### config.mk
export PLATFORM = sky130hd
export DESIGN_NAME = xcvr_8b10b_rx_link_sync
export DESIGN_NICKNAME = d
export VERILOG_FILES = /design/src/rtl/xcvr_8b10b_rx_link_sync.sv
export SDC_FILE = /design/constraint.sdc
export NUM_CORES = 1
export LEC_CHECK = 0
export CAP_MARGIN = 10
export CORE_MARGIN = 4
export CORE_UTILIZATION = 55
export CTS_BUF_LIST = sky130_fd_sc_hd__clkbuf_16
export CTS_CLUSTER_SIZE = 30
export DETAILED_ROUTE_END_ITERATION = 6
export MAX_ROUTING_LAYER = met4
export PLACE_DENSITY = 0.83
export REMOVE_ABC_BUFFERS = 1
export SYNTH_ARGS = -nofsm -noshare
export SYNTH_HDL_FRONTEND = slang
export SYNTH_SLANG_ARGS = --single-unit
### constraint.sdc
create_clock -name clk_clk -period 5.1 [get_ports clk_clk]
set_input_delay 1.275 -clock clk_clk [delete_from_list [all_inputs] [get_ports clk_clk]]
set_output_delay 1.275 -clock clk_clk [all_outputs]
set_load 0.02 [all_outputs]
### src/rtl/xcvr_8b10b_rx_link_sync.sv
// rtl/xcvr_8b10b_rx_link_sync.sv - per-channel 8B10B RX comma alignment, lock tracking and word qualification
module xcvr_8b10b_rx_link_sync #(
  parameter logic [7:0] COMMA_K       = 8'hBC,
  parameter int         LOCK_COUNT    = 16,
  parameter int         ERR_THRESH    = 4,
  parameter int         ERR_WINDOW    = 256,
  parameter int         ALIGN_TIMEOUT = 1024
) (
  input  logic        clk_clk,
  input  logic        reset_reset,
  input  logic        rx_ready,
  input  logic [15:0] rx_parallel_data,
  input  logic [1:0]  rx_datak,
  input  logic [1:0]  rx_syncstatus,
  input  logic [1:0]  rx_errdetect,
  input  logic [1:0]  rx_disperr,
  output logic        rx_std_wa_patternalign,
  output logic [15:0] data_out,
  output logic [1:0]  datak_out,
  output logic        data_valid,
  output logic        link_up,
  output logic        byte_swap,
  output logic [1:0]  link_state,
  output logic [15:0] err_count
);

  localparam int CW = $clog2(LOCK_COUNT + 1);
  localparam int WW = $clog2(ERR_WINDOW);
  localparam int EW = $clog2(ERR_THRESH + 1);
  localparam int TW = $clog2(ALIGN_TIMEOUT);

  localparam logic [CW-1:0] LOCK_LAST = CW'(LOCK_COUNT);
  localparam logic [WW-1:0] WIN_LAST  = WW'(ERR_WINDOW - 1);
  localparam logic [EW-1:0] ERR_LIM   = EW'(ERR_THRESH);
  localparam logic [TW-1:0] TMO_LAST  = TW'(ALIGN_TIMEOUT - 1);

  typedef enum logic [1:0] {
    ST_IDLE    = 2'd0,
    ST_ALIGN   = 2'd1,
    ST_ACQUIRE = 2'd2,
    ST_LOCKED  = 2'd3
  } state_t;

  state_t        state_q, state_d;
  logic [CW-1:0] cnt_q, cnt_d;
  logic [WW-1:0] win_q, win_d;
  logic [EW-1:0] werr_q, werr_d;
  logic [TW-1:0] tmr_q, tmr_d;
  logic          swap_q, swap_d;
  logic          pa_q, pa_d;
  logic [15:0]   errc_q, errc_d;

  // Stage A: registered PHY word; stage B: previous stage-A word
  logic [15:0]   a_data_q, a_data_d, b_data_q, b_data_d;
  logic [1:0]    a_k_q, a_k_d, b_k_q, b_k_d;
  logic [1:0]    a_e_q, a_e_d, b_e_q, b_e_d;
  logic [1:0]    a_sync_q, a_sync_d;

  logic [15:0]   dout_q, dout_d;
  logic [1:0]    kout_q, kout_d;
  logic          valid_q, valid_d;

  logic [1:0]    in_e;
  logic [1:0]    al_e;
  logic          al_idle;
  logic          a_werr, comma0, comma1, c_same, c_other, err_inc;

  // Datapath: per-byte error capture, pipeline stages and byte re-pairing
  always_comb begin
    in_e     = rx_errdetect | rx_disperr | ~rx_syncstatus;
    a_data_d = rx_parallel_data;
    a_k_d    = rx_datak;
    a_e_d    = in_e;
    a_sync_d = rx_syncstatus;
    b_data_d = a_data_q;
    b_k_d    = a_k_q;
    b_e_d    = a_e_q;
    // The output flop captures the pairing of the next A and B contents,
    // so data_out always equals align(A, B) of the current cycle.
    if (swap_q) begin
      dout_d = {rx_parallel_data[7:0], a_data_q[15:8]};
      kout_d = {rx_datak[0], a_k_q[1]};
      al_e   = {in_e[0], a_e_q[1]};
    end else begin
      dout_d = a_data_q;
      kout_d = a_k_q;
      al_e   = a_e_q;
    end
    al_idle = (kout_d == 2'b01) && (dout_d[7:0] == COMMA_K);
    valid_d = (state_q == ST_LOCKED) && rx_ready && (al_e == 2'b00) && !al_idle;
  end

  // Link FSM next-state, lock/window counters and error accounting
  always_comb begin
    state_d = state_q;
    cnt_d   = cnt_q;
    win_d   = win_q;
    werr_d  = werr_q;
    tmr_d   = tmr_q;
    swap_d  = swap_q;
    pa_d    = 1'b0;
    err_inc = 1'b0;
    a_werr  = |a_e_q;
    comma0  = a_k_q[0] && (a_data_q[7:0] == COMMA_K);
    comma1  = a_k_q[1] && (a_data_q[15:8] == COMMA_K);
    c_same  = swap_q ? comma1 : comma0;
    c_other = swap_q ? comma0 : comma1;
    case (state_q)
      ST_IDLE: begin
        if (rx_ready) begin
          state_d = ST_ALIGN;
          pa_d    = 1'b1;
          tmr_d   = '0;
        end
      end
      ST_ALIGN: begin
        if (a_sync_q == 2'b11) begin
          state_d = ST_ACQUIRE;
          cnt_d   = '0;
        end else if (tmr_q == TMO_LAST) begin
          pa_d  = 1'b1;
          tmr_d = '0;
        end else begin
          tmr_d = tmr_q + 1'b1;
        end
      end
      ST_ACQUIRE: begin
        // Swap reset value is 0, so a first comma in byte1 takes the
        // relatch path and a first comma in byte0 counts from zero.
        if (a_werr) begin
          cnt_d   = '0;
          err_inc = 1'b1;
        end else if (c_same) begin
          cnt_d = cnt_q + 1'b1;
          if (cnt_d == LOCK_LAST) begin
            state_d = ST_LOCKED;
            win_d   = '0;
            werr_d  = '0;
          end
        end else if (c_other) begin
          swap_d = ~swap_q;
          cnt_d  = CW'(1);
        end
      end
      default: begin
        err_inc = a_werr;
        if (win_q == WIN_LAST) begin
          win_d  = '0;
          werr_d = EW'(a_werr);
        end else begin
          win_d  = win_q + 1'b1;
          werr_d = werr_q + EW'(a_werr);
        end
        if (werr_d >= ERR_LIM) begin
          state_d = ST_ALIGN;
          pa_d    = 1'b1;
          tmr_d   = '0;
        end
      end
    endcase
    if (!rx_ready) begin
      state_d = ST_IDLE;
      swap_d  = 1'b0;
      pa_d    = 1'b0;
      cnt_d   = '0;
    end
    errc_d = (err_inc && (errc_q != 16'hFFFF)) ? errc_q + 16'd1 : errc_q;
  end

  // All state registers; synchronous reset restores every output to 0
  always_ff @(posedge clk_clk) begin
    if (reset_reset) begin
      state_q  <= ST_IDLE;
      cnt_q    <= '0;
      win_q    <= '0;
      werr_q   <= '0;
      tmr_q    <= '0;
      swap_q   <= 1'b0;
      pa_q     <= 1'b0;
      errc_q   <= '0;
      a_data_q <= '0;
      a_k_q    <= '0;
      a_e_q    <= '0;
      a_sync_q <= '0;
      b_data_q <= '0;
      b_k_q    <= '0;
      b_e_q    <= '0;
      dout_q   <= '0;
      kout_q   <= '0;
      valid_q  <= 1'b0;
    end else begin
      state_q  <= state_d;
      cnt_q    <= cnt_d;
      win_q    <= win_d;
      werr_q   <= werr_d;
      tmr_q    <= tmr_d;
      swap_q   <= swap_d;
      pa_q     <= pa_d;
      errc_q   <= errc_d;
      a_data_q <= a_data_d;
      a_k_q    <= a_k_d;
      a_e_q    <= a_e_d;
      a_sync_q <= a_sync_d;
      b_data_q <= b_data_d;
      b_k_q    <= b_k_d;
      b_e_q    <= b_e_d;
      dout_q   <= dout_d;
      kout_q   <= kout_d;
      valid_q  <= valid_d;
    end
  end

  assign rx_std_wa_patternalign = pa_q;
  assign data_out               = dout_q;
  assign datak_out              = kout_q;
  assign data_valid             = valid_q;
  assign link_up                = (state_q == ST_LOCKED);
  assign byte_swap              = swap_q;
  assign link_state             = state_q;
  assign err_count              = errc_q;

endmodule
==> results.yml <==
logic_synthesis:
  synth_ff_type: "dfxtp_1"
  ys_ff_latch: 87
  netlist_area_um2: 3830
  synth_sequential_area_ratio: 0.455
  yosys-top-cells-count: "dfxtp_1 (87), nor2_1 (52), nand2_1 (27)"
  synth_edf_count: 0
  ys_warn_count: 0
  yosysUniqueCellTypes: 47
  synth_most_common_cell: "dfxtp_1"
  synth_top_area_frac: 0.455
  synthCells: 419
  synth_area_leaders: "dfxtp_1 (45%), mux2i_1 (6.0%), nor2_1 (5.1%)"
  yosysTopAreaCell: "dfxtp_1"
  avgSynthCellArea_um2: 9.14
  synthArstFlopShare: 0
routing:
  post-route-drc-count: 0
  wl_per_cell_um: 14.6
  initialDrtViolationCount: 228
  via_count: 3219
  drt_pass1_iterations: 4
  vias_per_cell: 5.54
  ant_nets: 0
  finalWirelength_um: 8510
grt:
  grt_max_degree: 54
  grt.overflow.total: 0
  antenna_found_initial: 0
  grtUsageTotal: 0.217
  first_global_vias: 3213
  grt_pass1_wl_um: 14400
worst_setup_path:
  cp_max_fo: 14
  cp_num_buf_inv: 1
  crit_path_max_incr_delay_ns: 0.73
  worstSetupStartpointType: "register"
  crit_family: "buffers and inverters"
  rr_worst_depth: 5
  r2r-end: "werr_q[0]"
  crit_required_ns: 3.83
  r2r_start: "byte_swap"
  end_kind: "output port"
  cpMaxStageDelayCell: "clkdlybuf4s50_1"
  worst-endpoint-arrival_ns: 1.79
  reg2reg_slack_ns: 2.05
  path_class: "register to output port"
  crit_chain: "clkdlybuf4s50_1"
timing:
  worstMarginPinSlew_ns: 0.950
  fin_crit_sh: 0.601
  slew_headroom: 0.362
  rsz0062_at_grt: "no"
  setup_tns_ns: 0
  clock_skew_ns: 0.00704
  min_period_ns: 3.07
  fmax_ghz: 0.326
  slew_viol_final: 0
  hold_violations: 0
  finalSetupViolCount: 0
  hold-worst-slack_ns: 0.489
clocking:
  clk_latency_ns: 0.34
  clk_pin_slew_ns: 0.06
  cts-hold-fix-buffers: 0
  cts_tree: "done"
  cts-buffers-inserted: 9
  ctsResizeCount: 0
  cts_sinks: 87
  clk_path_buf_depth: 2
  htree_levels: 3
  cts-root-buf: "clkbuf_16"
  cts_setup_buffers: 0
outcome:
  status: "finished, final reports clean"
min_path:
  min_from: "cnt_q[1]"
  hold_path_class: "register to register"
  worstHoldEndpoint: "cnt_q[1]"
  worstHoldPathCells: 2
place:
  gp_congestion: 0.845
  dp_hpwl_um: 5990
  port_buffers: 66
pwr:
  combPwrFrac: 0.118
  pwr_density_cell_nw_per_um2: 324
  vdd_drop_max_v: 0.000216
  power.internal_mw: 1.17
  switching_share: 0.253
  clockPowerShare: 0.416
  leakagePower_nw: 1.64
  p_switching_mw: 0.397
  pwr-share-seq: 0.465
die:
  die_h_um: 91.4
  die_x_um: 91.4
  dieArea_um2: 8360
  num_rows: 30
  initial_core_util: 0.564
  io_pins: 67
  placeableCoreArea_um2: 6790
run:
  drv_cap: 0
finish:
  drive_gt1_frac: 0.0474
  fin_nets: 518
  diodes: 0
  area_growth_pct: 26.6
==> layout by cell type, fill, tap and decap left out, types with 4 or more instances in the layout <==
| cell type | synthesis | layout |
|---|---|---|
| a2111oi_0 | 11 | 11 |
| a211oi_1 | 8 | 8 |
| a21oi_1 | 16 | 16 |
| clkbuf_16 | 0 | 9 |
| clkdlybuf4s50_1 | 0 | 65 |
| dfxtp_1 | 87 | 87 |
| ha_1 | 11 | 11 |
| inv_1 | 11 | 12 |
| mux2i_1 | 23 | 23 |
| nand2_1 | 27 | 27 |
| nand2b_1 | 10 | 10 |
| nand3_1 | 14 | 14 |
| nand3b_1 | 4 | 4 |
| nand4_1 | 9 | 9 |
| nor2_1 | 52 | 52 |
| nor2b_1 | 23 | 23 |
| nor3_1 | 12 | 12 |
| o21ai_0 | 6 | 6 |
| o22ai_1 | 6 | 6 |
| or3_1 | 5 | 5 |
| xnor2_1 | 16 | 16 |
| xor2_1 | 6 | 6 |
==> power groups by stage <==
stage          combinational (mW)  clock, mW  sequential, mW
2_1_floorplan              0.0974          0           0.752
3_3_place_gp                0.179          0           0.743
3_5_place_dp                0.184          0           0.744
4_1_cts                     0.186      0.665           0.730
5_1_grt                     0.206      0.691           0.733
6_report                    0.186      0.653           0.730
==> worst register-to-register path, stage by stage (launching register included) <==
cell and delay (ns):
dfxtp_1 0.72, inv_1 0.14, or4_4 0.58, a221o_1 0.37
a21boi_1 0.72, mux2_2 0.41
==> logic make-up (layout without fill, tap and decap cells) <==
family / after synthesis / count (layout) / share of synthesized area
simple gates: 177 / 177 / 0.239
xor+xnor: 22 / 22 / 0.0503
buf+inv: 29 / 95 / 0.0294
mux: 24 / 24 / 0.0631
flops: 87 / 87 / 0.455
fa+ha+maj: 11 / 11 / 0.0359
compound gates: 69 / 69 / 0.127
==> cell type report <==
cell class	instances	area (um2)
clock buffer	9	225
tap	96	120
sequential	87	1740
clock inverter	7	72.6
inverter	11	41.3
fill	501	1950
multi-input combinational	303	1970
timing repair buffer	68	671
==> worst max-delay path by stage <==
stage               from        end  slack (ns)  depth (start not counted)
2_1_floorplan  byte_swap  werr_q[0]        1.96                          5
3_3_place_gp    rx_ready   tmr_q[6]        1.98                          6
3_5_place_dp    rx_ready   tmr_q[0]        1.92                          6
4_1_cts        byte_swap  byte_swap        2.03                          1
5_1_grt        byte_swap  werr_q[0]        1.93                          5
6_report       byte_swap  byte_swap        2.03                          1
==> registers in the layout (all words and copies together), names as in the netlist <==
name,cells
win_q,8
err_count,16
a_data_q,16
datak_out,2
a_k_q,2
cnt_q,5
link_state,2
data_out,16
a_sync_q,2
a_e_q,2
werr_q,3
data_valid,1
byte_swap,1
tmr_q,10
rx_std_wa_patternalign,1
==> metrics by stage <==
| stage | utilization | cell area [um2] | instances | total power, mW | setup WS (ns) |
|---|---|---|---|---|---|
| finish | 0.713 | 4850 | 581 | 1.57 | 2.03 |
| detailed placement | 0.669 | 4550 | 565 | 0.928 | 1.92 |
| global route | 0.713 | 4850 | 581 | 1.63 | 1.93 |
| global placement | 0.669 | 4550 | 565 | 0.922 | 1.98 |
| floorplan | - | 3760 | 401 | 0.849 | 1.96 |
| CTS | 0.713 | 4850 | 581 | 1.58 | 2.03 |
==> per-layer routing <==
metal	track usage	up-vias	part of all wire
met5	-	-	0
met4	0.108	0	0.030
met3	0.0646	24	0.053
met2	0.321	98	0.46
met1	0.270	1480	0.46
li1	-	1617	-
Power figures use the tool's default switching activity.
